`src/rtl/invaders_pkg.sv`:
```
// Shared definitions for the alien-fleet pacing logic: pacer states,
// move-period table and common widths.
package invaders_pkg;

    localparam int unsigned NUM_ALIENS_DEF = 55;
    localparam int unsigned W_PERIOD       = 5;
    localparam int unsigned W_MOVES        = 9;

    // Live-alien thresholds and the frames-per-move used at or above each one
    localparam int unsigned THR_P16 = 48;
    localparam int unsigned THR_P12 = 32;
    localparam int unsigned THR_P8  = 16;
    localparam int unsigned THR_P4  = 8;
    localparam int unsigned THR_P2  = 2;
    localparam int unsigned THR_P1  = 1;

    typedef enum logic [1:0] {
        ARM    = 2'd0,
        COUNT  = 2'd1,
        PAUSED = 2'd2,
        STALL  = 2'd3
    } pacer_state_t;

    // Frames per move for a (saturated) live count; 0 means the fleet is gone
    function automatic logic [W_PERIOD-1:0] period_for(input int unsigned n);
        if (n >= THR_P16)     return W_PERIOD'(16);
        else if (n >= THR_P12) return W_PERIOD'(12);
        else if (n >= THR_P8)  return W_PERIOD'(8);
        else if (n >= THR_P4)  return W_PERIOD'(4);
        else if (n >= THR_P2)  return W_PERIOD'(2);
        else if (n >= THR_P1)  return W_PERIOD'(1);
        else                   return '0;
    endfunction

endpackage

```
`src/rtl/alien_move_pacer_if.sv`:
```
// Signal bundle between the VGA sync / alien-status logic, the pacer and
// the formation movement FSM.
interface alien_move_pacer_if
    import invaders_pkg::*;
#(
    parameter int unsigned W_ALIVE = 6
);
    logic                vsync;
    logic [W_ALIVE-1:0]  alive;
    logic                pause;
    logic                step;
    logic                mueva;
    logic [W_PERIOD-1:0] period;
    logic [W_MOVES-1:0]  move_cnt;

    modport master (
        output vsync, alive, pause, step,
        input  mueva, period, move_cnt
    );

    modport slave (
        input  vsync, alive, pause, step,
        output mueva, period, move_cnt
    );
endinterface

```
`src/rtl/vsync_edge_sync.sv`:
```
// Two-flop synchronizer for the asynchronous vsync level plus a history
// flop giving a one-cycle pulse on each synchronized rising edge.
module vsync_edge_sync (
    input  logic CLK,
    input  logic RST,
    input  logic vsync,
    output logic frame_tick,
    output logic sync_level
);
    logic sync1, sync2, hist;

    // Synchronizer chain and edge-history register
    always_ff @(posedge CLK or negedge RST) begin
        if (!RST) begin
            sync1 <= 1'b0;
            sync2 <= 1'b0;
            hist  <= 1'b0;
        end else begin
            sync1 <= vsync;
            sync2 <= sync1;
            hist  <= sync2;
        end
    end

    assign frame_tick = sync2 & ~hist;
    assign sync_level = sync2;

endmodule

```
`src/rtl/alien_move_pacer.sv`:
```
// Issues the one-cycle mueva strobe every 'period' frames, with the period
// picked from the live-alien count; supports pause, single-step and a
// stall when no aliens remain.
module alien_move_pacer
    import invaders_pkg::*;
#(
    parameter int unsigned NUM_ALIENS = NUM_ALIENS_DEF,
    parameter int unsigned W_ALIVE    = 6
) (
    input  logic               CLK,
    input  logic               RST,
    alien_move_pacer_if.slave  bus
);
    pacer_state_t        state, state_n;
    logic [W_PERIOD-1:0] fcnt, fcnt_n;
    logic [W_PERIOD-1:0] period_q, period_n;
    logic [W_MOVES-1:0]  move_q, move_n;
    logic                mueva_q, mueva_n;

    logic                frame_tick;
    logic                sync_level_unused;
    logic [W_ALIVE-1:0]  alive_sat;
    logic                alive_zero;
    logic [W_PERIOD-1:0] table_period;

    vsync_edge_sync u_vsync_edge_sync (
        .CLK        (CLK),
        .RST        (RST),
        .vsync      (bus.vsync),
        .frame_tick (frame_tick),
        .sync_level (sync_level_unused)
    );

    // Clamp the live count to the fleet size and look up its move period
    always_comb begin
        alive_sat    = (32'(bus.alive) > NUM_ALIENS) ? W_ALIVE'(NUM_ALIENS) : bus.alive;
        alive_zero   = (alive_sat == '0);
        table_period = period_for(32'(alive_sat));
    end

    // State, frame counter, period latch, move counter and strobe registers
    always_ff @(posedge CLK or negedge RST) begin
        if (!RST) begin
            state    <= ARM;
            fcnt     <= '0;
            period_q <= W_PERIOD'(16);
            move_q   <= '0;
            mueva_q  <= 1'b0;
        end else begin
            state    <= state_n;
            fcnt     <= fcnt_n;
            period_q <= period_n;
            move_q   <= move_n;
            mueva_q  <= mueva_n;
        end
    end

    // Next-state logic; period only re-latches when an interval starts
    always_comb begin
        state_n  = state;
        fcnt_n   = fcnt;
        period_n = period_q;
        move_n   = move_q;
        mueva_n  = 1'b0;
        case (state)
            ARM: begin
                if (frame_tick) begin
                    fcnt_n = '0;
                    if (alive_zero) begin
                        state_n = STALL;
                    end else begin
                        period_n = table_period;
                        state_n  = COUNT;
                    end
                end
            end
            COUNT: begin
                if (bus.pause) begin
                    state_n = PAUSED;
                end else if (frame_tick) begin
                    if ((fcnt + W_PERIOD'(1)) == period_q) begin
                        mueva_n = 1'b1;
                        fcnt_n  = '0;
                        move_n  = move_q + W_MOVES'(1);
                        if (alive_zero) state_n  = STALL;
                        else            period_n = table_period;
                    end else begin
                        fcnt_n = fcnt + W_PERIOD'(1);
                    end
                end
            end
            PAUSED: begin
                if (!bus.pause) begin
                    state_n = COUNT;
                end else if (bus.step && !mueva_q) begin
                    mueva_n = 1'b1;
                    move_n  = move_q + W_MOVES'(1);
                    fcnt_n  = '0;
                end
            end
            STALL: begin
                if (bus.pause) begin
                    state_n = PAUSED;
                end else if (!alive_zero) begin
                    period_n = table_period;
                    fcnt_n   = '0;
                    state_n  = COUNT;
                end
            end
            default: state_n = ARM;
        endcase
    end

    assign bus.mueva    = mueva_q;
    assign bus.period   = period_q;
    assign bus.move_cnt = move_q;

endmodule

```
`src/flat_wrapper.sv`:
```
// flat-port wrapper written by rule: the top's interface ports become plain ports
module alien_move_pacer_flat import invaders_pkg::*;
#(
    parameter int unsigned NUM_ALIENS = NUM_ALIENS_DEF,
    parameter int unsigned W_ALIVE    = 6
)
  (CLK, RST, bus_vsync, bus_alive, bus_pause, bus_step, bus_mueva, bus_period, bus_move_cnt);
  alien_move_pacer_if #(.W_ALIVE(W_ALIVE)) bus_i ();
  input  logic CLK;
  input  logic RST;
  input wire logic [$bits(bus_i.vsync)-1:0] bus_vsync;
  input wire logic [$bits(bus_i.alive)-1:0] bus_alive;
  input wire logic [$bits(bus_i.pause)-1:0] bus_pause;
  input wire logic [$bits(bus_i.step)-1:0] bus_step;
  output wire logic [$bits(bus_i.mueva)-1:0] bus_mueva;
  output wire logic [$bits(bus_i.period)-1:0] bus_period;
  output wire logic [$bits(bus_i.move_cnt)-1:0] bus_move_cnt;
  assign bus_i.vsync = bus_vsync;
  assign bus_i.alive = bus_alive;
  assign bus_i.pause = bus_pause;
  assign bus_i.step = bus_step;
  assign bus_mueva = bus_i.mueva;
  assign bus_period = bus_i.period;
  assign bus_move_cnt = bus_i.move_cnt;
  alien_move_pacer #(.NUM_ALIENS(NUM_ALIENS), .W_ALIVE(W_ALIVE)) u_core (.CLK(CLK), .RST(RST), .bus(bus_i));
endmodule
```
`config.mk`:
```
export PLATFORM = sky130hd
export DESIGN_NAME = alien_move_pacer_flat
export DESIGN_NICKNAME = d
export VERILOG_FILES = /design/src/rtl/invaders_pkg.sv /design/src/rtl/alien_move_pacer_if.sv /design/src/rtl/vsync_edge_sync.sv /design/src/rtl/alien_move_pacer.sv /design/src/flat_wrapper.sv
export SDC_FILE = /design/constraint.sdc
export NUM_CORES = 1
export LEC_CHECK = 0
export ABC_AREA = 1
export CORE_UTILIZATION = 30
export CTS_CLUSTER_SIZE = 8
export DETAILED_ROUTE_END_ITERATION = 7
export GPL_ROUTABILITY_DRIVEN = 0
export GPL_TIMING_DRIVEN = 0
export PLACE_DENSITY = 0.49
export SYNTH_ARGS = -nofsm -noshare
export SYNTH_HDL_FRONTEND = slang
export SYNTH_HIERARCHICAL = 1
export SYNTH_SLANG_ARGS = --single-unit
```
`constraint.sdc`:
```
create_clock -name CLK -period 1.7 [get_ports CLK]
set_clock_uncertainty 0.05 [all_clocks]
set_input_delay 0.17 -clock CLK [delete_from_list [all_inputs] [get_ports CLK]]
set_output_delay 0.17 -clock CLK [all_outputs]
set_load 0.02 [all_outputs]
```
**Word level (Yosys, flattened, before mapping)**

Cells that the tools add are included.

- Flip-flop bits (word level): 25
- Bits in latches: 0
- RAM bits: 0
- Memory bits (read-only): 0
- Bits of input ports: 11
- Output and inout port bits: 15
- Logic and storage cells: 91
- Memories: 0

- Add/subtract/negate cells: 2
- $mul: 0
- Divide/modulo/power cells: 0
- Order comparisons: 7
- Eq/ne operators: 17
- Shift operators: 0
- Muxes and demuxes: 45
- Bitwise logic cells: 2
- Reduce and logical (&&, ||, !) cells: 10

Operators with widths:

| cell | count |
|---|---|
| two-way mux 5 bit | 19 |
| two-way mux 9 bit | 5 |
| one-hot mux 5 bit (4 select lines) | 1 |
| two-way mux 2 bit | 9 |
| one-hot mux 9 bit (2 select lines) | 1 |
| AND reduction 6 bit | 3 |
| one-hot mux 5 bit (3 select lines) | 1 |
| greater-or-equal comparator 6 bit (second input constant) | 2 |
| inequality test 2 bit (second input constant) | 5 |
| adder 9 x 1 -> 9 bit (second input constant) | 1 |
| inequality test 3 x 2 -> 1 bit (second input constant) | 3 |
| inequality test 2 x 1 -> 1 bit (second input constant) | 4 |
| one-hot mux 2 bit (4 select lines) | 1 |
| AND reduction 7 bit | 1 |
| greater-or-equal comparator 6 x 1 -> 1 bit (second input constant) | 1 |
| greater-or-equal comparator 6 x 2 -> 1 bit (second input constant) | 1 |
| greater-or-equal comparator 6 x 4 -> 1 bit (second input constant) | 1 |
| greater-or-equal comparator 6 x 5 -> 1 bit (second input constant) | 1 |
| > comparator 6 bit (second input constant) | 1 |
| zero test 6 bit | 1 |
| two-way mux 1 bit | 6 |
| two-way mux 6 bit | 1 |
| adder 5 x 1 -> 5 bit (second input constant) | 1 |
| equality test 5 bit | 1 |
| 11 further kinds | 12 |

**Logic depth before layout (Yosys ltp)**

- Depth after elaboration: 14
- Depth in mapped cells: 12
- Gate-level depth less buffers: 12

**By module**

The synthesis kept the hierarchy.

By module, submodules not included:

| module | instances | cells an instance | area each (um^2) | sequential area each (um^2) |
|---|---|---|---|---|
| alien_move_pacer | 1 | 190 | 1447.6 | 551.8 |
| vsync_edge_sync | 1 | 5 | 85.1 | 75.1 |

**Least setup slack after synthesis**

Ideal clock, no wire load.

- Kind: register to register
- From: register u_core.fcnt[0]
- To: register u_core.move_q[0] (netlist: u_core/bus.move_cnt[0])
- Library setup time: 131 ps
- Arrival time: 1620 ps
- Data required time: 1519 ps
- Slack: -101 ps
- Stages on the path, launching flop included: 11
- Path buffers: 1
- Clock period less this slack: 1801 ps
- Path through: dfrtp_1 > ha_1 > xor2_1 > nor2_1 > nand2_1 > nor2_1 > nand2_2 > nand2_4 > nand2_4 > buf_6 > xnor2_2

- Longest elaborated chain between the ends: 4

RTL lines:

| item | line | source |
|---|---|---|
| start, declared | alien_move_pacer.sv:15 | `logic [W_PERIOD-1:0] fcnt, fcnt_n;` |
| start signal, assigned | alien_move_pacer.sv:51 | `fcnt <= fcnt_n;` |
| adder 5 x 1 -> 5 bit | alien_move_pacer.sv:81 | `if ((fcnt + W_PERIOD'(1)) == period_q) begin` |
| equality test 5 bit | alien_move_pacer.sv:81 |  |
| inequality test 2 x 1 -> 1 bit (no line) | - |  |
| AND reduction 6 bit (no line) | - |  |
| end signal, assigned | alien_move_pacer.sv:53 | `move_q <= move_n;` |
| end, declared | alien_move_pacer.sv:17 | `logic [W_MOVES-1:0] move_q, move_n;` |

No other way between the ends.
A chain may end at the register's enable or synchronous reset.

**Worst setup path after layout**

- From: register u_core.fcnt[1]
- To: register u_core.move_q[0] (netlist: u_core/bus.move_cnt[0])

The elaborated chain is that of the path after synthesis.

==> implementation parameters <==
Parameter                              Value

Layout
  Synth-to-Final Area Change    34.8%
  Most frequent cells in the layout    59 x nand2_1, 24 x clkdlybuf4s50_1, 21 x dfrtp_1
  Ratio of cells with drive above 1 in the final layout    0.203
  Leading cell type in the layout, fill and taps excluded    nand2_1
  Final cell count without fillers    299
  Final net count    between 200 and 300
  Diodes inserted    0

Pwr
  Combinational Power Share    0.576
  VDD IR-drop max    0.000878 V
  Clock share of power    0.120
  Cell Int Power    1650 uW
  P_leak    0.000957 uW
  Fraction of power consumed by sequential logic    0.304
  Net switching share of the total power    0.434
  Total power per unit cell area    1410 nW/um^2
  Reported net switching power    1270 uW

Drt
  Aggregate routed wire length    3.35 mm
  Per-cell via count in the routed design    about 4.4
  Met1 Wirelength    1.67 mm
  Total length of routed met3 wires    116 um
  Number of DRC violations after detailed-routing iteration 0    48
  Vias after detailed routing    1,330
  Number of optimization iterations in the first detailed-route pass    4
  Count of antenna-violating nets left after detailed routing    0
  Top routing layer used    met4
  Number of design rule violations left after detail routing    0
  Met2 routed wirelength    1.51 mm
  Post-detailed-route wirelength per cell    11.2 um

Floorplanning
  Starting Density    0.318
  Die outline width    73.5 um
  Cell Rows    25
  Area of the die    5400 um^2
  Top Ports    26
  Core Box Area    slightly below 5000 um^2
  Overall die height    73.5 um

Global route
  Initial antenna violation count    0
  Vias in the first global route    1,273
  Maximum number of pins on one net before global-route repair    26
  Global-route wire length before repair    5.79 mm
  Global-route congestion overflow total    0
  Overall fraction of global-route tracks in use    0.140

Outcome
  Violations in the final reports    setup timing
  Status    complete, but fails checks

Worst hold path
  Hold WC Path Type    in2reg

Synthesis
  Net count of the mapped netlist    213
  Avg Synthesized Cell Area    7.86 um^2
  Gate Count Post-Synth    195
  Proportion of synthesized chip area in sequential cells    0.409
  Number of warning messages in the yosys log    6
  Number of distinct library cells after synthesis    26
  Number of synthesized register bits    25
  Combined area of all synthesized cells    roughly 1500 um^2

Setup path
  Critical Path Fanout Max    10
  WS Path Type    reg2reg
  Type of origin of the critical path    flop
  Data required time at the worst endpoint    roughly 1800 ps
  CP Capture Type    flop
  WP data arrival    1890 ps

STA
  RSZ-0062 raised after global routing    yes
  Actual slew at the worst max-slew pin    between 1000 and 1500 ps
  Relative slew slack    0.232
  Final critical path time including I/O delays and setup    about 1800 ps
  Worst Slack Setup Final    -85.3 ps
  Fmax    560 MHz
  Hold Slack    282 ps
  Number of max-slew violations in the final report    0
  Part of the cycle the worst path needs    1.05
  Final setup violation count    21
  Fin. Hold Viols    0

Clock network
  Max clock buf depth    2
  Clock-pin slew reported for the worst setup and hold paths after clock tree synthesis    90 ps
  Clock latency on the worst-skew pair    270 ps
  Clock root buffer    clkbuf_8
  Number of buffers created by CTS    3
  Depth of the CTS H-tree    1
  Clk sinks    25
  CTS tree    done

Placed design
  DP Wirelength    2.31 mm
  Placement-stage worst setup slack    -249 ps
  Number of cells after detailed placement    287
  I/O Buffers    25

Flow run
  Max cap viols    0
==> metal layers <==
metal / global-route usage / up-vias
li1: - / 698
met4: 0.0556 / 0
met3: 0.0233 / 4
met1: 0.189 / 600
met5: 0 / -
met2: 0.221 / 28
==> worst max-delay path: stages, from the launching register on <==
cell     delay [ps]
dfrtp_2         430
ha_4            240
xor2_1          130
nor2_1          100
nand2_1          70
nor2_2          110
nand2_2          90
nand2_4         110
nand2_4          60
buf_8           140
xnor2_2         120
==> cell type report <==
class	instances	area, um^2
fill	527	2750
inverter	22	82.6
sequential	25	631
timing repair buffer	33	313
multi-input combinational	146	885
clock buffer	4	45.0
tap	67	83.8
buffer	2	26.3
==> Yosys cell counts (all sizes together) <==
cell type   n  area [um^2]
buf         2         22.5
a21boi      1         7.51
dfrtp      24          601
inv        22         82.6
xnor2       7         68.8
a21oi       4         20.0
nor2       17         73.8
ha          7         87.6
o21ai      15         82.6
o22ai       1         6.26
nand2      64          258
nand4       9         56.3
dfstp       1         26.3
o21a        1         7.51
nand3      13         77.6
nor3        2         10.0
xor2        4         35.0
o211a       1         10.0
==> through the flow <==
stage / utilization / setup TNS, ps / power [uW] / cell area, um^2
final: 0.429 / -1050 / 2920 / 2070
after global routing: 0.429 / -4000 / 3190 / 2070
after CTS: 0.415 / -1210 / 2870 / 2000
after detailed placement: 0.391 / -3470 / 2360 / 1880
after global placement: 0.391 / -4000 / 2370 / 1880
after floorplan: - / 0 / 1920 / 1550
==> power by group through the flow <==
stage | Combinational [uW] | Sequential [uW] | Clock, uW
2_1_floorplan | 929 | 992 | 0
3_3_place_gp | 1450 | 918 | 0
3_5_place_dp | 1440 | 919 | 0
4_1_cts | 1600 | 888 | 376
5_1_grt | 1880 | 912 | 396
6_report | 1680 | 889 | 351
==> registers in the layout, summed over array words and instances (netlist names) <==
name and cells:
u_core/fcnt 5, u_core/u_vsync_edge_sync/sync1 1, u_core/state 2, u_core/bus.mueva 1
u_core/u_vsync_edge_sync/sync_level 1, u_core/bus.period 5, u_core/bus.move_cnt 9, u_core/u_vsync_edge_sync/hist 1
==> cells by family after synthesis <==
| logic type | synth area share |
|---|---|
| xor+xnor | 0.0678 |
| buf+inv | 0.0686 |
| flops | 0.409 |
| simple gates | 0.310 |
| compound gates | 0.0874 |
| fa+ha+maj | 0.0571 |
==> final timing paths <==
kind | cells after the start | to | slack (ps) | start
min in group asynchronous | 1 | u_core/bus.period[3]$_DFFE_PN0P_ | 460 | RST
worst min register to register | 0 | u_core/u_vsync_edge_sync/sync_level$_DFF_PN0_ | 300 | u_core/u_vsync_edge_sync/sync1$_DFF_PN0_
worst min-delay path | 1 | u_core/u_vsync_edge_sync/sync1$_DFF_PN0_ | 280 | bus_vsync
worst max register to register | 10 | u_core/bus.move_cnt[0]$_DFFE_PN0P_ | -90 | u_core/fcnt[1]$_DFFE_PN0P_
max in group asynchronous | 1 | u_core/state[1]$_DFFE_PN0P_ | 370 | RST
worst max-delay path | 10 | u_core/bus.move_cnt[0]$_DFFE_PN0P_ | -90 | u_core/fcnt[1]$_DFFE_PN0P_
==> what timing repair did <==
item,CTS,global route
endpoints found under the hold margin,0,0
setup endpoints to repair,21,22
pin swaps,2,1
setup buffers,6,2
gates resized for setup,11,15
hold buffers,0,0
gates cloned,0,0
Power figures use the tool's default switching activity.
==> RTL change 1, RTL diff (same flow settings) <==
Make the reset (`RST`) synchronous in 2 clocked blocks. Comments in the files are not updated.
--- a/src/rtl/vsync_edge_sync.sv
+++ b/src/rtl/vsync_edge_sync.sv
@@ -10,7 +10,7 @@
     logic sync1, sync2, hist;
 
     // Synchronizer chain and edge-history register
-    always_ff @(posedge CLK or negedge RST) begin
+    always_ff @(posedge CLK) begin
         if (!RST) begin
             sync1 <= 1'b0;
             sync2 <= 1'b0;
--- a/src/rtl/alien_move_pacer.sv
+++ b/src/rtl/alien_move_pacer.sv
@@ -39,7 +39,7 @@
     end
 
     // State, frame counter, period latch, move counter and strobe registers
-    always_ff @(posedge CLK or negedge RST) begin
+    always_ff @(posedge CLK) begin
         if (!RST) begin
             state    <= ARM;
             fcnt     <= '0;
Behaviour: differs if RST is asserted again (counterexample within 4 cycles, from zero or initial values and one cycle with RST low); with RST held inactive, the same outputs for 10 cycles.
==> RTL change 1 against the unedited design <==
The run still ends with setup timing left. Global-route usage fell by 0.26 points. Wire length rose by 2.7%. Area after synthesis fell by 2.4%. Sequential share of layout area fell by 5.6 points. Sequential cell count did not move. Worst setup slack got worse by 0.014 ns. Synthesized cell count rose by 13%. Power fell by 5.7%. Critical path depth rose by 2. Final area fell by 0.97%. Critical path type unchanged.
==> RTL change 1: results (changes against the unedited design) <==
finish:
  finalInstanceArea_sq_mm: 0.002046  # -0.97%
  drive_gt1_share_pct: 17.44  # -2.8 points
  final_nets: 279  # +11%
routing:
  drt_first_iter_violations: 90  # +88%
  num_vias: 1431  # +7.6%
  wl_um: 3434  # +2.7%
pwr:
  irDropWorstVdd_mv: 0.8155  # -7.1%
  p_leak_nw: 0.8348  # -13%
logic_synthesis:
  seq_area_frac_synth_pct: 33.44  # -7.5 points
  async_reset_ff_share_pct: 0  # -100 points
  synth_nets: 241  # +13%
  netlist_top_cells_area: "dfxtp_1 33%, nand2_1 14%, ha_1 7.5%"
  ys.flop_type: "dfxtp_1"
  synth_commonest_cells: "57 x nand2_1, 25 x dfxtp_1, 25 x inv_1, 25 x nor2_1, 17 x a21oi_1"
min_path:
  hp-class: "reg2reg"
  min-delay-start: "u_core/u_vsync_edge_sync/sync1"
  whs_path_depth: 2  # +1
  min_to: "u_core/u_vsync_edge_sync/sync_level"
setup_path:
  cp.arrival_ns: 1.92  # +0.03 ns
  r2r_cells: 12  # +2
  cp_max_fo: 7  # -3
  r2r_start: "u_core/fcnt[0]"
  r2r_end: "u_core/bus.period[0]"
sta:
  tns_ns: -1.346  # -0.2961 ns
  fin_ws_ns: -0.09887  # -0.01358 ns
  tightest_slew_ns: 0.5172  # -0.6318 ns
  setup_viol: 21  # unchanged
status:
  status: "finished with violations"
  violations: "setup timing"
place:
  place_area_sq_mm: 0.001831  # -2.9%
  dp_hpwl_um: 2460  # +6.6%
global_routing:
  grtUsageTotal_pct: 13.69  # -0.26 points
  grt_max_degree: 15  # -42%
clock_tree:
  cts_buffer_depth: 2  # unchanged
[RTL change 1: cell types whose count changed after synthesis, moves of 5 or more]
| cell | before | now |
|---|---|---|
| dfxtp_1 | 0 | 25 |
| dfrtp_1 | 24 | 0 |
| a21oi_1 | 4 | 17 |
| nor2_1 | 13 | 25 |
| o21ai_0 | 11 | 4 |
| inv_1 | 20 | 25 |
| o21ai_1 | 2 | 7 |
[RTL change 1: critical path, stage by stage, from the launching register on]
cell and delay [ns]:
dfxtp_4 0.36, ha_4 0.28, inv_2 0.03, nand2_1 0.04
nand2_1 0.05, nor2_1 0.09, nand3_1 0.07, nor2_1 0.12
nand3_2 0.13, nand2_4 0.14, nand2_2 0.12, o21ai_2 0.17
nor2_1 0.06
[RTL change 1: how the worst max path moves through the flow]
stage | startpoint | to | slack, ns | cells past startpoint
after floorplan | u_core/fcnt[0] | u_core/bus.move_cnt[0] | 0.01 | 14
after global placement | bus_alive[5] | u_core/fcnt[2] | -0.50 | 10
after detailed placement | bus_alive[5] | u_core/fcnt[2] | -0.47 | 10
after CTS | u_core/fcnt[0] | u_core/bus.period[0] | -0.12 | 12
after global routing | u_core/fcnt[0] | u_core/bus.period[1] | -0.22 | 13
final | u_core/fcnt[0] | u_core/bus.period[0] | -0.1 | 12
[RTL change 1: repair_timing]
item / CTS / global route
resized for setup: 17 / 12
pin swaps: 6 / 7
cloned: 1 / 0
setup buffers: 4 / 3
endpoints found under the setup margin: 21 / 22
hold buffers: 0 / 0
[RTL change 1: routing by layer]
metal	track usage [%]	share of wire (%)
met3	3.729	2.9
met5	0	0
met4	2.614	0.55
met1	19.24	54
met2	21.08	43
[RTL change 1: area by class of cell]
| type | instances | area share [%] |
|---|---|---|
| sequential | 25 | 24.89 |
| timing repair buffer | 32 | 14.98 |
| buffer | 3 | 0.5505 |
| clock inverter | 1 | 0.2446 |
| tap | 67 | 4.098 |
| multi-input combinational | 163 | 47.03 |
| timing repair inverter | 1 | 0.4281 |
| inverter | 30 | 5.749 |
| clock buffer | 3 | 2.018 |
[RTL change 1: per-stage QoR]
step	std cells	hold slack (ns)	setup WS, ns
global route	325	0.4046	-0.2231
detailed placement	313	0.3469	-0.4656
finish	325	0.3623	-0.09887
floorplan	221	0.2135	0.01481
global placement	313	0.3414	-0.5014
CTS	322	0.3638	-0.1175
[RTL change 1: logic make-up (layout without fill, tap and decap cells)]
logic type	after synthesis	after routing	synth area share (%)
and+or+nand+nor	116	116	35.45
buffers and inverters	33	70	8.445
AOI/OAI and AO/OA	32	32	11.62
DFF	25	25	33.44
adders and majority gates	9	9	7.525
xor gates and xnor gates	6	6	3.512
[RTL change 1: power breakdown]
part	leakage [nW]	switching (mW)	internal (mW)
registers	0.206	0.116	0.706
logic	0.604	0.933	0.642
clock network	0.0255	0.193	0.164
==> RTL change 2, RTL diff (same settings) <==
Made on the original files. `W_ALIVE` is set to 6 in 3 places; all go to 12.
--- a/src/rtl/alien_move_pacer_if.sv
+++ b/src/rtl/alien_move_pacer_if.sv
@@ -3,7 +3,7 @@
 interface alien_move_pacer_if
     import invaders_pkg::*;
 #(
-    parameter int unsigned W_ALIVE = 6
+    parameter int unsigned W_ALIVE = 12
 );
     logic                vsync;
     logic [W_ALIVE-1:0]  alive;
--- a/src/rtl/alien_move_pacer.sv
+++ b/src/rtl/alien_move_pacer.sv
@@ -5,7 +5,7 @@
     import invaders_pkg::*;
 #(
     parameter int unsigned NUM_ALIENS = NUM_ALIENS_DEF,
-    parameter int unsigned W_ALIVE    = 6
+    parameter int unsigned W_ALIVE    = 12
 ) (
     input  logic               CLK,
     input  logic               RST,
--- a/src/flat_wrapper.sv
+++ b/src/flat_wrapper.sv
@@ -2,7 +2,7 @@
 module alien_move_pacer_flat import invaders_pkg::*;
 #(
     parameter int unsigned NUM_ALIENS = NUM_ALIENS_DEF,
-    parameter int unsigned W_ALIVE    = 6
+    parameter int unsigned W_ALIVE    = 12
 )
   (CLK, RST, bus_vsync, bus_alive, bus_pause, bus_step, bus_mueva, bus_period, bus_move_cnt);
   alien_move_pacer_if #(.W_ALIVE(W_ALIVE)) bus_i ();
Interface: changed (resized bus_alive); port bits go from 26 to 32. The function was not compared with the original's and may differ.
==> RTL change 2 against the unedited design <==
The flow still finishes with violations (setup timing). Synthesized cell count up 7.2%. Final area grew 5.9%. Sequential cell count unchanged. Wire length is 9.2% higher. Via count increased by 5.7%. Worst setup slack lost 0.11 ns. Area after synthesis up 1.9%. Hold slack better by 0.0065 ns. Final cell count grew 6.4%. Power grew 1.0%. Critical path type unchanged. Highest routed layer unchanged.
==> RTL change 2: results (changes against the unedited design) <==
finish:
  num-fill-cells: 523  # -0.76%
  final_nets: 275  # +9.6%
  instances_no_fill: 318  # +6.4%
logic_synthesis:
  synthXorXnorAreaFrac_pct: 3.926  # -2.8 points
  ys_types: 27  # +3.8%
  synth_compound_area_share_pct: 7.853  # -0.88 points
  seq_area_frac_synth_pct: 40.14  # -0.75 points
  netlist_top_cells_area: "dfrtp_1 38%, nand2_1 15%, inv_1 6.7%"
sta:
  fin_ws_ns: -0.1984  # -0.1131 ns
  tns_ns: -3.459  # -2.410 ns
  holdWs_ns: 0.2884  # +0.006464 ns
  setup_viol: 22  # +4.8%
  max_slew_margin_pct: 21.51  # -1.6 points
global_routing:
  use_met3_pct: 3.794  # +1.5 points
  grt_pass1_wl_um: 5940  # +2.6%
  use_met2_pct: 21.52  # -0.61 points
  first_global_vias: 1264  # -0.71%
  grtUsageTotal_pct: 14.16  # +0.21 points
setup_path:
  r2r_start: "u_core/fcnt[0]"
  cp.arrival_ns: 2.00  # +0.11 ns
status:
  violations: "setup timing"
  status: "finished with violations"
pwr:
  irDropWorstVdd_mv: 0.6485  # -26%
place:
  dp_hpwl_um: 2684  # +16%
  place_area_sq_mm: 0.001968  # +4.4%
  dp_slack_ns: -0.3201  # -0.07069 ns
  dp.cells: 307  # +7.0%
routing:
  met1Wirelength_um: 1880  # +13%
  wl_met3_um: 142  # +22%
  via_per_inst: 4.421  # -0.60%
  wl_per_cell_um: 11.49  # +2.7%
  dr_wl_met2_um: 1609  # +6.4%
clock_tree:
  cts_resized: 19  # +8
  cts_setup_buffers: 5  # -1
## RTL change 2: cell types whose count changed in the layout (fill, tap and decap cells not counted), moves of 4 or more
cell and delta:
a21oi_1 -4, buf_4 -5, clkdlybuf4s50_1 +7, inv_1 +9, nor2_1 +4, o21ai_1 +6
## RTL change 2: report_power, final
group | switching (mW) | internal (mW) | total (mW)
logic | 1.01 | 0.691 | 1.70
registers | 0.153 | 0.735 | 0.889
clock network | 0.189 | 0.168 | 0.357
total | 1.36 | 1.59 | 2.95
## RTL change 2: area by class of cell
cell class	count	area (sq um)	share of cell area (%)
Tap cell	67	83.83	3.833
Clock buffer	4	45.04	2.059
Timing Repair Buffer	36	355.3	16.25
Inverter	30	120.1	5.492
Timing Repair inverter	1	6.256	0.2860
Sequential cell	25	630.6	28.83
Multi-Input combinational cell	155	945.9	43.25
